File: config.mk
export PLATFORM = sky130hd
export DESIGN_NAME = fetch_unit
export DESIGN_NICKNAME = d
export VERILOG_FILES = /design/src/rtl/rv_core_pkg.sv /design/src/rtl/fetch_fifo.sv /design/src/rtl/fetch_unit.sv
export SDC_FILE = /design/constraint.sdc
export NUM_CORES = 1
export LEC_CHECK = 0
export ABC_CLOCK_PERIOD_IN_PS = 2900
export BUFFER_PORTS_ARGS = -buffer_cell sky130_fd_sc_hd__clkbuf_2
export CORE_ASPECT_RATIO = 1.5
export CORE_UTILIZATION = 38
export CTS_CLUSTER_DIAMETER = 120
export DETAILED_ROUTE_END_ITERATION = 16
export GPL_ROUTABILITY_DRIVEN = 0
export PLACE_DENSITY = 0.59
export RECOVER_POWER = 25
export SYNTH_ARGS = -nofsm -noshare
export SYNTH_HDL_FRONTEND = slang
export SYNTH_SLANG_ARGS = --single-unit
File: constraint.sdc
create_clock -name clk -period 2.9 [get_ports clk]
set_clock_uncertainty 0.1 [all_clocks]
set_input_delay 0.145 -clock clk [delete_from_list [all_inputs] [get_ports clk]]
set_output_delay 0.145 -clock clk [all_outputs]
set_load 0.05 [all_outputs]
File: src/rtl/rv_core_pkg.sv
// rv_core_pkg: shared types and constants for the RV core front end.
//   NOP_INSTR        - addi x0,x0,0, presented to decode when nothing is buffered
//   DEFAULT_RESET_PC - default first fetch address after reset
//   fetch_entry_t    - one buffered fetch: instruction word plus its PC
//   fetch_state_e    - fetch sequencer states
//   word_align()     - clears the byte-offset bits of an address
package rv_core_pkg;

  localparam logic [31:0] NOP_INSTR        = 32'h0000_0013;
  localparam logic [31:0] DEFAULT_RESET_PC = 32'h0000_0000;

  typedef struct packed {
    logic [31:0] pc;
    logic [31:0] instr;
  } fetch_entry_t;

  typedef enum logic {
    ST_RESET = 1'b0,
    ST_RUN   = 1'b1
  } fetch_state_e;

  function automatic logic [31:0] word_align(input logic [31:0] addr);
    return {addr[31:2], 2'b00};
  endfunction

endpackage

File: src/rtl/fetch_fifo.sv
// fetch_fifo: prefetch buffer between instruction memory and decode.
//   clk, rst_n    - clock, asynchronous active-low reset
//   flush_i       - drop every entry (wins over push and pop)
//   push_i        - write push_entry_i at the tail
//   pop_i         - retire the head entry
//   count_o       - number of buffered entries (0..DEPTH)
//   head_o        - oldest entry, driven straight from storage flops
// Push and pop may happen on the same edge at any occupancy, including full.
module fetch_fifo
  import rv_core_pkg::*;
#(
  parameter int          DEPTH    = 2,
  parameter logic [31:0] RESET_PC = DEFAULT_RESET_PC
) (
  input  logic                     clk,
  input  logic                     rst_n,
  input  logic                     flush_i,
  input  logic                     push_i,
  input  fetch_entry_t             push_entry_i,
  input  logic                     pop_i,
  output logic [$clog2(DEPTH):0]   count_o,
  output fetch_entry_t             head_o
);

  localparam int AW = $clog2(DEPTH);
  localparam int CW = AW + 1;
  localparam logic [CW-1:0] FULL_C = CW'(DEPTH);

  fetch_entry_t    mem_q [DEPTH];
  logic [AW-1:0]   rd_ptr_q, rd_ptr_d;
  logic [AW-1:0]   wr_ptr_q, wr_ptr_d;
  logic [CW-1:0]   count_q, count_d;
  logic            pop_s, push_s;

  // Pointer and occupancy next-state; a pop frees the slot a full-FIFO push reuses.
  always_comb begin
    pop_s    = pop_i && (count_q != {CW{1'b0}});
    push_s   = push_i && ((count_q != FULL_C) || pop_s);
    rd_ptr_d = rd_ptr_q;
    wr_ptr_d = wr_ptr_q;
    count_d  = count_q;
    if (flush_i) begin
      rd_ptr_d = {AW{1'b0}};
      wr_ptr_d = {AW{1'b0}};
      count_d  = {CW{1'b0}};
    end else begin
      if (pop_s) begin
        rd_ptr_d = rd_ptr_q + AW'(1'b1);
      end else begin
        rd_ptr_d = rd_ptr_q;
      end
      if (push_s) begin
        wr_ptr_d = wr_ptr_q + AW'(1'b1);
      end else begin
        wr_ptr_d = wr_ptr_q;
      end
      count_d = count_q + CW'(push_s) - CW'(pop_s);
    end
  end

  // Pointer and occupancy registers.
  always_ff @(posedge clk or negedge rst_n) begin
    if (!rst_n) begin
      rd_ptr_q <= {AW{1'b0}};
      wr_ptr_q <= {AW{1'b0}};
      count_q  <= {CW{1'b0}};
    end else begin
      rd_ptr_q <= rd_ptr_d;
      wr_ptr_q <= wr_ptr_d;
      count_q  <= count_d;
    end
  end

  // Entry storage; reset contents make the idle head read as a NOP at RESET_PC.
  always_ff @(posedge clk or negedge rst_n) begin
    if (!rst_n) begin
      for (int i = 0; i < DEPTH; i++) begin
        mem_q[i] <= '{pc: RESET_PC, instr: NOP_INSTR};
      end
    end else if (push_s && !flush_i) begin
      mem_q[wr_ptr_q] <= push_entry_i;
    end
  end

  assign count_o = count_q;
  assign head_o  = mem_q[rd_ptr_q];

endmodule

File: src/rtl/fetch_unit.sv
// fetch_unit: instruction fetch stage feeding the control decoder.
//   clk, rst_n                       - clock, asynchronous active-low reset
//   imem_req_valid/ready/addr        - in-order fetch request channel
//   imem_rsp_valid/data              - in-order response words
//   redirect_valid/redirect_pc       - restart fetch at a new PC (branch/jump/trap/mret)
//   stall                            - decode cannot take an instruction this cycle
//   instr_valid/instr/instr_pc       - instruction presented to decode (NOP when empty)
//   fetch_misaligned                 - one-cycle pulse after a redirect to a non-word PC
// Requests are credit limited so outstanding requests plus buffered words never
// exceed DEPTH; stale responses after a redirect are dropped via discard_cnt.
module fetch_unit
  import rv_core_pkg::*;
#(
  parameter logic [31:0] RESET_PC = DEFAULT_RESET_PC,
  parameter int          DEPTH    = 2
) (
  input  logic        clk,
  input  logic        rst_n,
  output logic        imem_req_valid,
  input  logic        imem_req_ready,
  output logic [31:0] imem_req_addr,
  input  logic        imem_rsp_valid,
  input  logic [31:0] imem_rsp_data,
  input  logic        redirect_valid,
  input  logic [31:0] redirect_pc,
  input  logic        stall,
  output logic        instr_valid,
  output logic [31:0] instr,
  output logic [31:0] instr_pc,
  output logic        fetch_misaligned
);

  localparam int CW = $clog2(DEPTH) + 1;
  localparam logic [CW-1:0] DEPTH_C = CW'(DEPTH);

  fetch_state_e   state_q;
  logic [31:0]    pc_q, pc_d;
  logic [31:0]    rsp_pc_q, rsp_pc_d;
  logic [CW-1:0]  outs_q, outs_d;
  logic [CW-1:0]  discard_q, discard_d;
  logic           misaligned_q, misaligned_d;

  logic [CW-1:0]  fifo_count_s;
  logic [CW-1:0]  occupancy_s;
  logic           head_valid_s, pop_s, push_s, rsp_s;
  logic           req_valid_s, req_acc_s;
  fetch_entry_t   head_s, push_entry_s;

  // Credit check and next-state for PC, response PC, outstanding and discard counts.
  always_comb begin
    head_valid_s = (fifo_count_s != {CW{1'b0}});
    pop_s        = head_valid_s && !stall;
    // The head leaving this cycle frees its credit now, which is what lets a
    // 1-cycle memory sustain one instruction per cycle with only two entries.
    occupancy_s  = outs_q + fifo_count_s - CW'(pop_s);
    req_valid_s  = (state_q == ST_RUN) && (occupancy_s < DEPTH_C) && !redirect_valid;
    req_acc_s    = req_valid_s && imem_req_ready;
    // A response with nothing outstanding cannot be ours; ignore it.
    rsp_s        = imem_rsp_valid && (outs_q != {CW{1'b0}});
    outs_d       = outs_q + CW'(req_acc_s) - CW'(rsp_s);

    pc_d         = pc_q;
    rsp_pc_d     = rsp_pc_q;
    discard_d    = discard_q;
    misaligned_d = 1'b0;
    push_s       = 1'b0;
    push_entry_s = '{pc: rsp_pc_q, instr: imem_rsp_data};

    if (redirect_valid) begin
      pc_d         = word_align(redirect_pc);
      rsp_pc_d     = word_align(redirect_pc);
      // Everything still in flight after this edge belongs to the old path.
      discard_d    = outs_d;
      misaligned_d = (redirect_pc[1:0] != 2'b00);
    end else begin
      if (req_acc_s) begin
        pc_d = pc_q + 32'd4;
      end else begin
        pc_d = pc_q;
      end
      if (rsp_s) begin
        if (discard_q != {CW{1'b0}}) begin
          discard_d = discard_q - CW'(1'b1);
        end else begin
          push_s   = 1'b1;
          rsp_pc_d = rsp_pc_q + 32'd4;
        end
      end else begin
        discard_d = discard_q;
      end
    end
  end

  // Sequencer: a single idle cycle after reset release, then run forever.
  always_ff @(posedge clk or negedge rst_n) begin
    if (!rst_n) begin
      state_q <= ST_RESET;
    end else begin
      case (state_q)
        ST_RESET: state_q <= ST_RUN;
        ST_RUN:   state_q <= ST_RUN;
        default:  state_q <= ST_RESET;
      endcase
    end
  end

  // Datapath registers.
  always_ff @(posedge clk or negedge rst_n) begin
    if (!rst_n) begin
      pc_q         <= RESET_PC;
      rsp_pc_q     <= RESET_PC;
      outs_q       <= {CW{1'b0}};
      discard_q    <= {CW{1'b0}};
      misaligned_q <= 1'b0;
    end else begin
      pc_q         <= pc_d;
      rsp_pc_q     <= rsp_pc_d;
      outs_q       <= outs_d;
      discard_q    <= discard_d;
      misaligned_q <= misaligned_d;
    end
  end

  fetch_fifo #(
    .DEPTH    (DEPTH),
    .RESET_PC (RESET_PC)
  ) u_fifo (
    .clk          (clk),
    .rst_n        (rst_n),
    .flush_i      (redirect_valid),
    .push_i       (push_s),
    .push_entry_i (push_entry_s),
    .pop_i        (pop_s),
    .count_o      (fifo_count_s),
    .head_o       (head_s)
  );

  assign imem_req_valid   = req_valid_s;
  assign imem_req_addr    = pc_q;
  assign instr_valid      = head_valid_s;
  assign instr            = head_valid_s ? head_s.instr : NOP_INSTR;
  assign instr_pc         = head_s.pc;
  assign fetch_misaligned = misaligned_q;

endmodule

Word level (Yosys, flattened, before mapping)
Cells that the tools add are included.
Widths: inputs -> output; s select.

word-level totals
  flip-flop bits (word level) = 202
  memories = 0
  latch bits = 0
  word-level logic and storage cells = 79
  bits in read-only memories = 0
  input bits = 70
  memory bits (writable) = 0

operators by class
  div/mod/pow operators = 0
  multiply operators = 0
  reductions and logical operators = 23
  eq/ne operators = 2
  add/subtract/negate cells = 11
  shift operators = 0
  bitwise logic cells = 2
  multiplexer cells = 24
  magnitude comparators = 4

operators by type and width
  operator               number
  $mux 64                4
  $mux 32                6
  $bwmux 128             1
  $add 32x3->32 const B  2
  $demux 64 s1           1
  $reduce_bool 2->1      9
  $logic_and 1x1->1      9
  $mux 1                 8
  $mux 2                 4
  $sub 2x1->2            3
  $add 2x1->2            2
  $ge 2x2->1 const B     2
  $ne 2x2->1 const B     2
  $not 1->2              2
  $reduce_and 2->1       2
  $add 1x1->1 const B    2
  $add 2x2->2            1
  $logic_not 1->1        2
  $lt 2x1->1 const B     1
  $lt 2x2->1 const B     1
  $sub 2x1->2 const B    1
  $logic_or 1x1->1       1

Depth between registers and ports, before layout
Gate-level depths: netlist of run 1.

  depth in word-level cells = 10
  gate-level depth with buffers = 15

Modules after synthesis
Synthesis of run 1 repeated with hierarchy kept, for this count alone.

second synthesis, totals
  cell total of the unflattened synthesis = 785
  area, all modules = 9897.0 sq um

by module, submodules not included
  module      cells an instance  times used  seq. area each (sq um)  area an instance (sq um)
  fetch_fifo  362                1           3310.7                  5918.2
  fetch_unit  423                1           1651.6                  3978.8

Worst setup path after synthesis of run 1
OpenSTA, ideal clock, no wires.

  path type = register to register
  start point = reg u_fifo.count_q[1], in the netlist u_fifo.count_o[1]
  end point = reg discard_q[1]
  required time = 2.667 ns
  path buffers = 1
  cell stages (with the launch flop) = 16
  setup time = 0.133 ns
  arrival = 2.893 ns
  setup slack = -0.226 ns
  path through = dfrtp_1 > nor2_1 > nor2_1 > ha_1 > and2b_2 > xnor3_2 > nor2_8 > inv_2 > buf_2 > ha_1 > inv_1 > ha_1 > xnor2_1 > xnor2_1 > nand2_1 > o21ai_0

on the way
  longest elaborated chain between the ends = 10
  elaborated cells between the ends (all ways) = 11
  those cells by class = 4 x add/sub; 1 x order compare; 1 x mux; 5 x reduce/logical

ends and longest elaborated chain
  item                                                 RTL line           source
  from (decl)                                          fetch_fifo.sv:32   logic [CW-1:0] count_q, count_d;
  from (signal assigned)                               fetch_fifo.sv:66   count_q <= {CW{1'b0}};
  from (signal assigned)                               fetch_fifo.sv:70   count_q <= count_d;
  branches (longest 2 deep; another with $add 2x2->2)  --
  $sub 2x1->2 *                                        fetch_unit.sv:55   occupancy_s = outs_q + fifo_count_s - CW'(pop_s);
  $lt 2x2->1 *                                         fetch_unit.sv:56   req_valid_s = (state_q == ST_RUN) && (occupancy_s < DEPTH_C) && !redirect_valid;
  $logic_and 1x1->1 * (2 in series)                    fetch_unit.sv:56
  $logic_and 1x1->1 *                                  fetch_unit.sv:57   req_acc_s = req_valid_s && imem_req_ready;
  $add 2x1->2 *                                        fetch_unit.sv:60   outs_d = outs_q + CW'(req_acc_s) - CW'(rsp_s);
  $sub 2x1->2 *                                        fetch_unit.sv:60
  net outs_d[1]                                        fetch_unit.sv:39   logic [CW-1:0] outs_q, outs_d;
  $mux 2 *                                             fetch_unit.sv:69   if (redirect_valid) begin
  to (signal assigned)                                 fetch_unit.sv:113  discard_q <= {CW{1'b0}};
  to (signal assigned)                                 fetch_unit.sv:119  discard_q <= discard_d;
  to (decl)                                            fetch_unit.sv:40   logic [CW-1:0] discard_q, discard_d;

Mark *: on every way through the listed nets, which the timed path passes.
A chain may end at the register's enable or synchronous reset.

Final worst setup path of run 1
  start point = reg u_fifo.count_q[0], in the netlist u_fifo.count_o[0]
  end point = reg discard_q[1]

The elaborated chain is that of the path after synthesis.

==> results of run 1 <==
[cells in the final DEF (no fill, tap or decap), drive strengths merged, types with 14 or more instances in the layout]
cell type | synthesis | layout
buf | 27 | 23
clkbuf | 17 | 183
dfrtp | 188 | 188
dlygate4sd3 | 0 | 62
inv | 21 | 23
mux2 | 169 | 169
mux2i | 33 | 33
nand2 | 44 | 44
nand3 | 23 | 23
nand4 | 29 | 29
nor2 | 55 | 55
nor3 | 15 | 15
nor4 | 14 | 14
o21ai | 20 | 20
xnor2 | 26 | 26
xor2 | 21 | 21
[sequential cells by signal, summed over array words and instances, names as in the netlist]
name              flops
u_fifo.mem_q        124
state_q               1
imem_req_addr        30
discard_q             2
u_fifo.count_o        2
rsp_pc_q             30
u_fifo.wr_ptr_q       1
u_fifo.rd_ptr_q       1
fetch_misaligned      1
outs_q                2
[cell type report]
class	instances	area (µm²)	share of cell area, %
Clock buffer	19	443	3.66
Clock inverter	13	181	1.50
Inverter	21	81.3	0.672
Multi-Input combinational cell	549	4480	37.0
Sequential cell	194	4870	40.2
Tap cell	324	405	3.35
Timing Repair Buffer	249	1660	13.7
[worst min-delay path: stages]
cell and delay (ns):
clkbuf_2 0.07, nand2b_1 0.13, a21boi_1 0.16
[synthesized netlist by cell type, drive strengths merged (7+ instances only)]
cell type and instances:
nor3 15, mux2 169, nor4 14, clkbuf 17, a21oi 13, nor2 55, nand2 44, xnor2 26
inv 21, buf 27, o211ai 7, dfrtp 188, ha 8, o21ai 20, and4 7, nand4 29
xor2 21, and3 11, mux2i 33, nand3 23
[how the worst max path moves through the flow]
stage                                  from        endpoint  slack (ns)  cells after the start
final                     u_fifo.count_o[0]    discard_q[1]        0.13                     14
after global routing      u_fifo.count_o[0]    discard_q[1]       -0.01                     14
after CTS                 u_fifo.count_o[0]  imem_req_valid        0.08                      7
after detailed placement  u_fifo.count_o[0]    discard_q[1]        0.14                     14
after global placement    u_fifo.count_o[0]    discard_q[1]        0.21                     14
after floorplan           u_fifo.count_o[1]    discard_q[1]       -0.01                     15
[routing by layer]
layer / global-route usage (%) / routed length [µm] / up-vias
li1: - / - / 3334
met1: 23.4 / 9970 / 3526
met2: 33.1 / 12000 / 184
met3: 3.00 / 871 / 26
met4: 7.80 / 651 / 0
met5: 0 / 0 / -
[kinds of logic (layout without fill, tap and decap cells)]
logic type | Yosys count | after routing | synth area share (%)
AOI/OAI and AO/OA | 69 | 69 | 4.79
xor gates and xnor gates | 49 | 49 | 4.83
adders and majority gates | 8 | 8 | 1.05
buffers and inverters | 65 | 302 | 2.97
DFF | 194 | 194 | 51.0
muxes | 202 | 202 | 23.4
other | 2 | 5 | 0.0788
and+or+nand+nor | 216 | 216 | 11.9
[metrics by stage]
step	hold WS, ns	instance area (µm²)	power (mW)	setup slack (ns)
2_1_floorplan	-0.251	9600	8.50	-0.0140
3_3_place_gp	0.0903	10800	9.75	0.214
3_5_place_dp	0.0999	10800	9.83	0.142
4_1_cts	0.00342	12100	12.5	0.0847
5_1_grt	0.00393	12100	13.1	-0.0146
6_report	0.0122	12100	12.3	0.131
[repair_timing]
item / CTS / global route
hold buffers: 62 / 0
endpoints found under the setup margin: 0 / 2
buffers inserted: 0 / 3
gates resized for setup: 0 / 6
hold endpoints to repair: 186 / 0
[where the power goes]
part           internal (mW)  leakage [nW]  switching [mW]
clock                   1.47         0.304            1.04
sequential              3.63          2.39           0.644
combinational           2.04          2.75            3.51
total                   7.14          5.45            5.20
==> summary.txt, run 1 <==
Clock network
  – Number of H-tree levels: 4
  – Skew-Pair Late Insertion Delay: approximately 0.43 ns
  – CTS tree: yes
  – Total CTS buffers: 17
  – CTS sink cnt: 194
  – Clock Tree Buf Depth: 2
  – Root Buffer: clkbuf_16
  – Clock Pin Slew Worst Setup and Hold Paths: around 0.070 ns

STA
  – Hold Vio Cnt, Final: 0
  – Post-route setup TNS: 0 ns
  – Period utilisation layout: a little over nine tenths
  – Fmax: between 300 and 400 MHz
  – Slew Viols, Final: between 70 and 80
  – Tmin final: around 2.8 ns
  – Setup violations, final: 0
  – Slew headroom: -26.4%
  – Slew @ Worst Pin: 1.90 ns

Routing
  – Number of iterations in the first detailed-routing pass: 4
  – Vias: slightly above 7k
  – Routed wire length: around 24 mm
  – Vias per cell: 5.16
  – 1st-iter DRT viols: between 200 and 300
  – Drt drc: 0
  – WL/cell: ~17 µm
  – Remaining antenna violation count: 0

Setup path
  – Worst setup path class: reg2reg
  – Reg2Reg Capture Point: discard_q[1]
  – Crit Reg-Reg Startpoint: u_fifo.count_o[0]
  – Crit path max fanout: 3
  – Cell depth of the worst flop-to-flop path: 14
  – Max incr delay on CP: around 0.43 ns
  – Worst setup SP type: register
  – WP data arrival: between 3 and 4 ns
  – R2R Setup Slk: approximately 0.13 ns
  – CP Cell Sequence: nor2_4, nor2_4, ha_4, and2b_2, xnor3_2, nor2_8, inv_4, ha_4, inv_2, ha_4, xnor2_2, xnor2_1, nand2_1, o21ai_1
  – Most used cell, CP: ha_4
  – Crit. End Element: register
  – CP delay by family, top: XOR/XNOR gates
  – CP Buf/Inv Count: 2
  – CP Data Required Time: 3.15 ns
  – Critical-path top delay cell: dfrtp_1

Logic synthesis
  – Yosys warns: 0
  – Primary FF master, synth: dfrtp_1
  – Post-synthesis sequential area ratio: 51.0%
  – Mapped cell area: about 9500 µm²
  – Register bit total from synthesis: approximately 190
  – Mean Syn Cell Area: 11.8 µm²
  – EDFF count, synth: 0
  – Yosys top cell area share: roughly 50%
  – Post-Synthesis Cells: between 800 and 900
  – Top cells by area, synth: dfrtp_1, mux2_2, mux2i_1
  – Share of flip-flops with an asynchronous set or reset: 100%
  – Synth area leader: dfrtp_1
  – Yosys cell types: 56

Floorplanning
  – Rows: 70
  – Initial core utilization: roughly two fifths
  – Core ar.: between 20000 and 25000 µm²
  – Die Y: about 200 µm
  – Die X: between 100 and 150 µm
  – # IOs: 169
  – Die area: approximately 26000 µm²

Min path
  – Worst hold-check path type: in2reg
  – Hold Path Stages: 3
  – Hold Startpoint: redirect_pc[15]
  – Worst hold endpoint: imem_req_addr[15]

Outcome
  – Failing checks: max-capacitance violations, max-slew violations
  – Status: finished with violations

Global routing
  – Overflow after GRT: 0
  – Initial antenna violation count: 0
  – Global Route Usage Sum: 19.0%
  – Vias in the first global route: about 7k
  – Wire length of the first global-routing pass: roughly 38 mm
  – Largest net degree at the start of global routing: 73

Place
  – Dpl cells: roughly 1.3k
  – Port bufs: around 160
  – Final HPWL DP: around 17 mm

Cells and area
  – Diode count: 0
  – Nets: 1110
  – Synth-to-Final Area Change: 27.0%
  – Final core occ: between 40% and 50%
  – Cell Count, Final, Fillers Out: about 1.4k
  – Fillcell total: ~2.3k
  – Share of post-route cells with drive strength above 1: 39.1%

Flow run
  – MaxCap Viol Count: 1

Pwr
  – Worst VDD drop: 0.529 mV
  – PwrDens: around 1000 nW/µm²
  – Leak pwr: roughly 5.4 nW
Note: power is estimated with default switching activity, not from simulation.
==> run 2, diff against run 1 <==
--- a/config.mk
+++ b/config.mk
@@ -12,7 +12,7 @@
 export CTS_CLUSTER_DIAMETER = 120
 export DETAILED_ROUTE_END_ITERATION = 16
 export GPL_ROUTABILITY_DRIVEN = 0
-export PLACE_DENSITY = 0.59
+export PLACE_DENSITY = 0.69
 export RECOVER_POWER = 25
 export SYNTH_ARGS = -nofsm -noshare
 export SYNTH_HDL_FRONTEND = slang
==> run 2 against run 1 <==
  * First-iteration DRC count up 45%
  * Highest routed layer unchanged
  * Sequential share of layout area is 0.12 points higher
  * Critical path type unchanged
  * Cell count fell by 0.51%
  * The run still ends with max-capacitance violations, max-slew violations left
  * Via count increased by 0.47%
  * Non-clock buffer count fell by 7
  * Maximum frequency shrank 0.49%
  * Combinational power grew 0.7%
  * Routed wire length grew 1.0%
==> summary.txt, run 2 (synthesis results as in run 1) <==
Place
  – Dpl cells: 1266 (-0.47%)
  – Final HPWL DP: 16.6 mm (-0.38%)
  – Port bufs: 164 (unchanged)
  – Post-DP Area: 10800 µm² (-0.18%)
  – Worst slack, placed: 0.0881 ns (-0.0537 ns)

Cells and area
  – Commonest non-fill, non-tap cells in the layout: dfrtp_1, clkbuf_2, mux2_2
  – Sequential cell area: 4870 µm² (about the same)
  – Multi-input gate area: 4460 µm² (-0.39%)
  – Fillcell total: 2234 (-0.76%)
  – Nets: 1103 (-0.63%)
  – Final core occ: 49.3% (-0.13 points)
  – Diode count: 0 (unchanged)
  – Synth-to-Final Area Change: 26.7%
  – Largest register by flop count: u_fifo.mem_q
  – Share of post-route cells with drive strength above 1: 38.6% (-0.51 points)
  – Cell Count, Final, Fillers Out: 1362 (-0.51%)
  – Post-route cell area: 12100 µm² (-0.27%)
  – Max reg flops: 124 (unchanged)
  – Most common cell after layout, fill and taps aside: dfrtp_1

Min path
  – Hold Startpoint: redirect_pc[17]
  – Worst hold-check path type: in2reg
  – Hold Path Stages: 3 (unchanged)
  – Worst hold endpoint: imem_req_addr[17]

Outcome
  – Failing checks: max-capacitance violations, max-slew violations
  – Status: finished with violations

Pwr
  – Clk pwr share: 20.6% (+0.3 points)
  – Register share of total power: 34.3% (-0.3 points)
  – Logic pwr share: 45.1% (about the same)
  – Design Power: 12.4 mW (+0.72%)
  – Leak pwr: 5.42 nW (-0.49%)
  – PwrDens: 1030 nW/µm² (+0.99%)
  – Int Pwr: 7.14 mW (about the same)
  – Worst VDD drop: 0.711 mV (+34%)
  – Sw Ratio: 42.5% (+0.43 points)
  – Net Switching: 5.29 mW (+1.7%)

STA
  – Setup violations, final: 0 (unchanged)
  – Period utilisation layout: 96.0% (+0.47 points)
  – Slew @ Worst Pin: 1.94 ns (+0.0465 ns)
  – Hold Vio Cnt, Final: 0 (unchanged)
  – Fmax: 359 MHz (-0.49%)
  – Slew headroom: -29.5% (-3.1 points)
  – Slew Viols, Final: 74 (+2.8%)
  – Tmin final: 2.78 ns (+0.0136 ns)
  – RSZ-0062 raised after global routing: no
  – Final setup margin: 0.117 ns (-0.0136 ns)

Setup path
  – Worst setup path class: reg2reg
  – Worst setup SP type: register
  – CP Cell Sequence: nor2_4, nor2_2, ha_1, xnor2_2, xnor3_2, nor2_8, inv_2, ha_4, inv_2, ha_4, xnor2_2, xnor2_1, nand2_1, o21ai_1
  – Critical-path top delay cell: dfrtp_2
  – WP data arrival: 3.05 ns (+0.03 ns)
  – Crit Reg-Reg Startpoint: u_fifo.count_o[1]
  – Reg2Reg Capture Point: discard_q[1]
  – Cell depth of the worst flop-to-flop path: 14 (unchanged)
  – CP delay by family, top: XOR/XNOR gates
  – CP Buf/Inv Count: 2 (unchanged)
  – Crit. End Element: register
  – Crit path max fanout: 5 (+2)
  – CP Data Required Time: 3.17 ns (+0.02 ns)
  – R2R Setup Slk: 0.12 ns (about the same)
  – Max incr delay on CP: 0.45 ns (+0.02 ns)

Routing
  – Vias per cell: 5.22 (+0.98%)
  – Remaining antenna violation count: 0 (unchanged)
  – Drt drc: 0 (unchanged)
  – Number of iterations in the first detailed-routing pass: 5 (+1)
  – WL/cell: 17.5 µm (+1.5%)
  – Vias: 7103 (+0.47%)
  – Routed wire length: 23.8 mm (+1.0%)
  – 1st-iter DRT viols: 365 (+45%)

Floorplanning
  – # IOs: 169 (unchanged)
  – Die area: 25700 µm² (unchanged)
  – Rows: 70 (unchanged)
  – Initial core utilization: 38.9% (unchanged)
  – Die Y: 196 µm (unchanged)
  – Die X: 131 µm (unchanged)
  – Core ar.: 24500 µm² (unchanged)

Global routing
  – Initial antenna violation count: 0 (unchanged)
  – Global Route Usage Sum: 19.4% (+0.35 points)
  – Largest net degree at the start of global routing: 76 (+4.1%)
  – Wire length of the first global-routing pass: 38.7 mm (+1.4%)
  – Overflow after GRT: 0 (unchanged)
  – Vias in the first global route: 7312 (+4.2%)

Clock network
  – CTS tree: yes
  – Clock Pin Slew Worst Setup and Hold Paths: 0.08 ns (about the same)
  – CTS sink cnt: 194 (unchanged)
  – Root Buffer: clkbuf_16
  – Clock Tree Buf Depth: 2 (unchanged)
  – Total CTS buffers: 17 (unchanged)
  – Number of H-tree levels: 4 (unchanged)
  – Skew-Pair Late Insertion Delay: 0.44 ns (about the same)

Flow run
  – MaxCap Viol Count: 1 (unchanged)
==> run 2: cell count changes in the layout (fill, tap and decap cells not counted), moves of 2 or more <==
| cell | delta |
|---|---|
| inv_8 | +2 |
| buf_4 | -10 |
| clkinvlp_4 | +3 |
| buf_12 | +2 |
| clkinv_2 | -3 |
==> run 2: tightest hold or removal path, cell delays in order <==
cell and delay, ns:
clkbuf_2 0.07, nand2b_1 0.14, a21boi_1 0.16
==> run 2: per-layer routing <==
metal	vias to the layer above	global-route usage (%)	wire, µm
met2	197	34.6	12600
met1	3565	22.6	9520
met3	30	3.54	966
met5	-	0	0
met4	0	8.40	692
li1	3311	-	-
==> run 2: repair_timing <==
action	in CTS	in global routing
hold buffers	63	0
endpoints found under the hold margin	191	0
endpoints found under the setup margin	0	2
buffers inserted	0	1
gates resized for setup	0	2
==> run 2: layout make-up <==
type / instances / area share, %
multi-input cells: 549 / 36.9
repair buffers: 242 / 13.4
clock buffers: 18 / 3.64
clock inverters: 14 / 1.68
well taps: 324 / 3.36
flip-flops and latches: 194 / 40.3
inverters: 21 / 0.653
==> run 2: power by group through the flow <==
| stage | logic [mW] | registers, mW | clock network (mW) |
|---|---|---|---|
| after global placement | 5.46 | 4.27 | 0 |
| final | 5.60 | 4.27 | 2.56 |
| after CTS | 5.63 | 4.26 | 2.62 |
| after floorplan | 4.22 | 4.27 | 0 |
| after global routing | 5.96 | 4.41 | 2.72 |
| after detailed placement | 5.54 | 4.32 | 0 |
==> run 2: worst max-delay path by stage <==
| stage | start | to | depth (start not counted) |
|---|---|---|---|
| global route | u_fifo.count_o[1] | discard_q[1] | 14 |
| finish | u_fifo.count_o[1] | discard_q[1] | 14 |
| floorplan | u_fifo.count_o[1] | discard_q[1] | 15 |
| detailed placement | u_fifo.count_o[1] | discard_q[1] | 14 |
| CTS | u_fifo.count_o[1] | imem_req_valid | 7 |
| global placement | u_fifo.count_o[1] | discard_q[1] | 14 |
==> run 2: stage by stage <==
stage | hold WS (ns) | TNS [ns]
4_1_cts | 0.00794 | 0
6_report | 0.0161 | 0
2_1_floorplan | -0.251 | -0.0140
3_5_place_dp | 0.103 | 0
3_3_place_gp | 0.101 | 0
5_1_grt | 0.0149 | 0
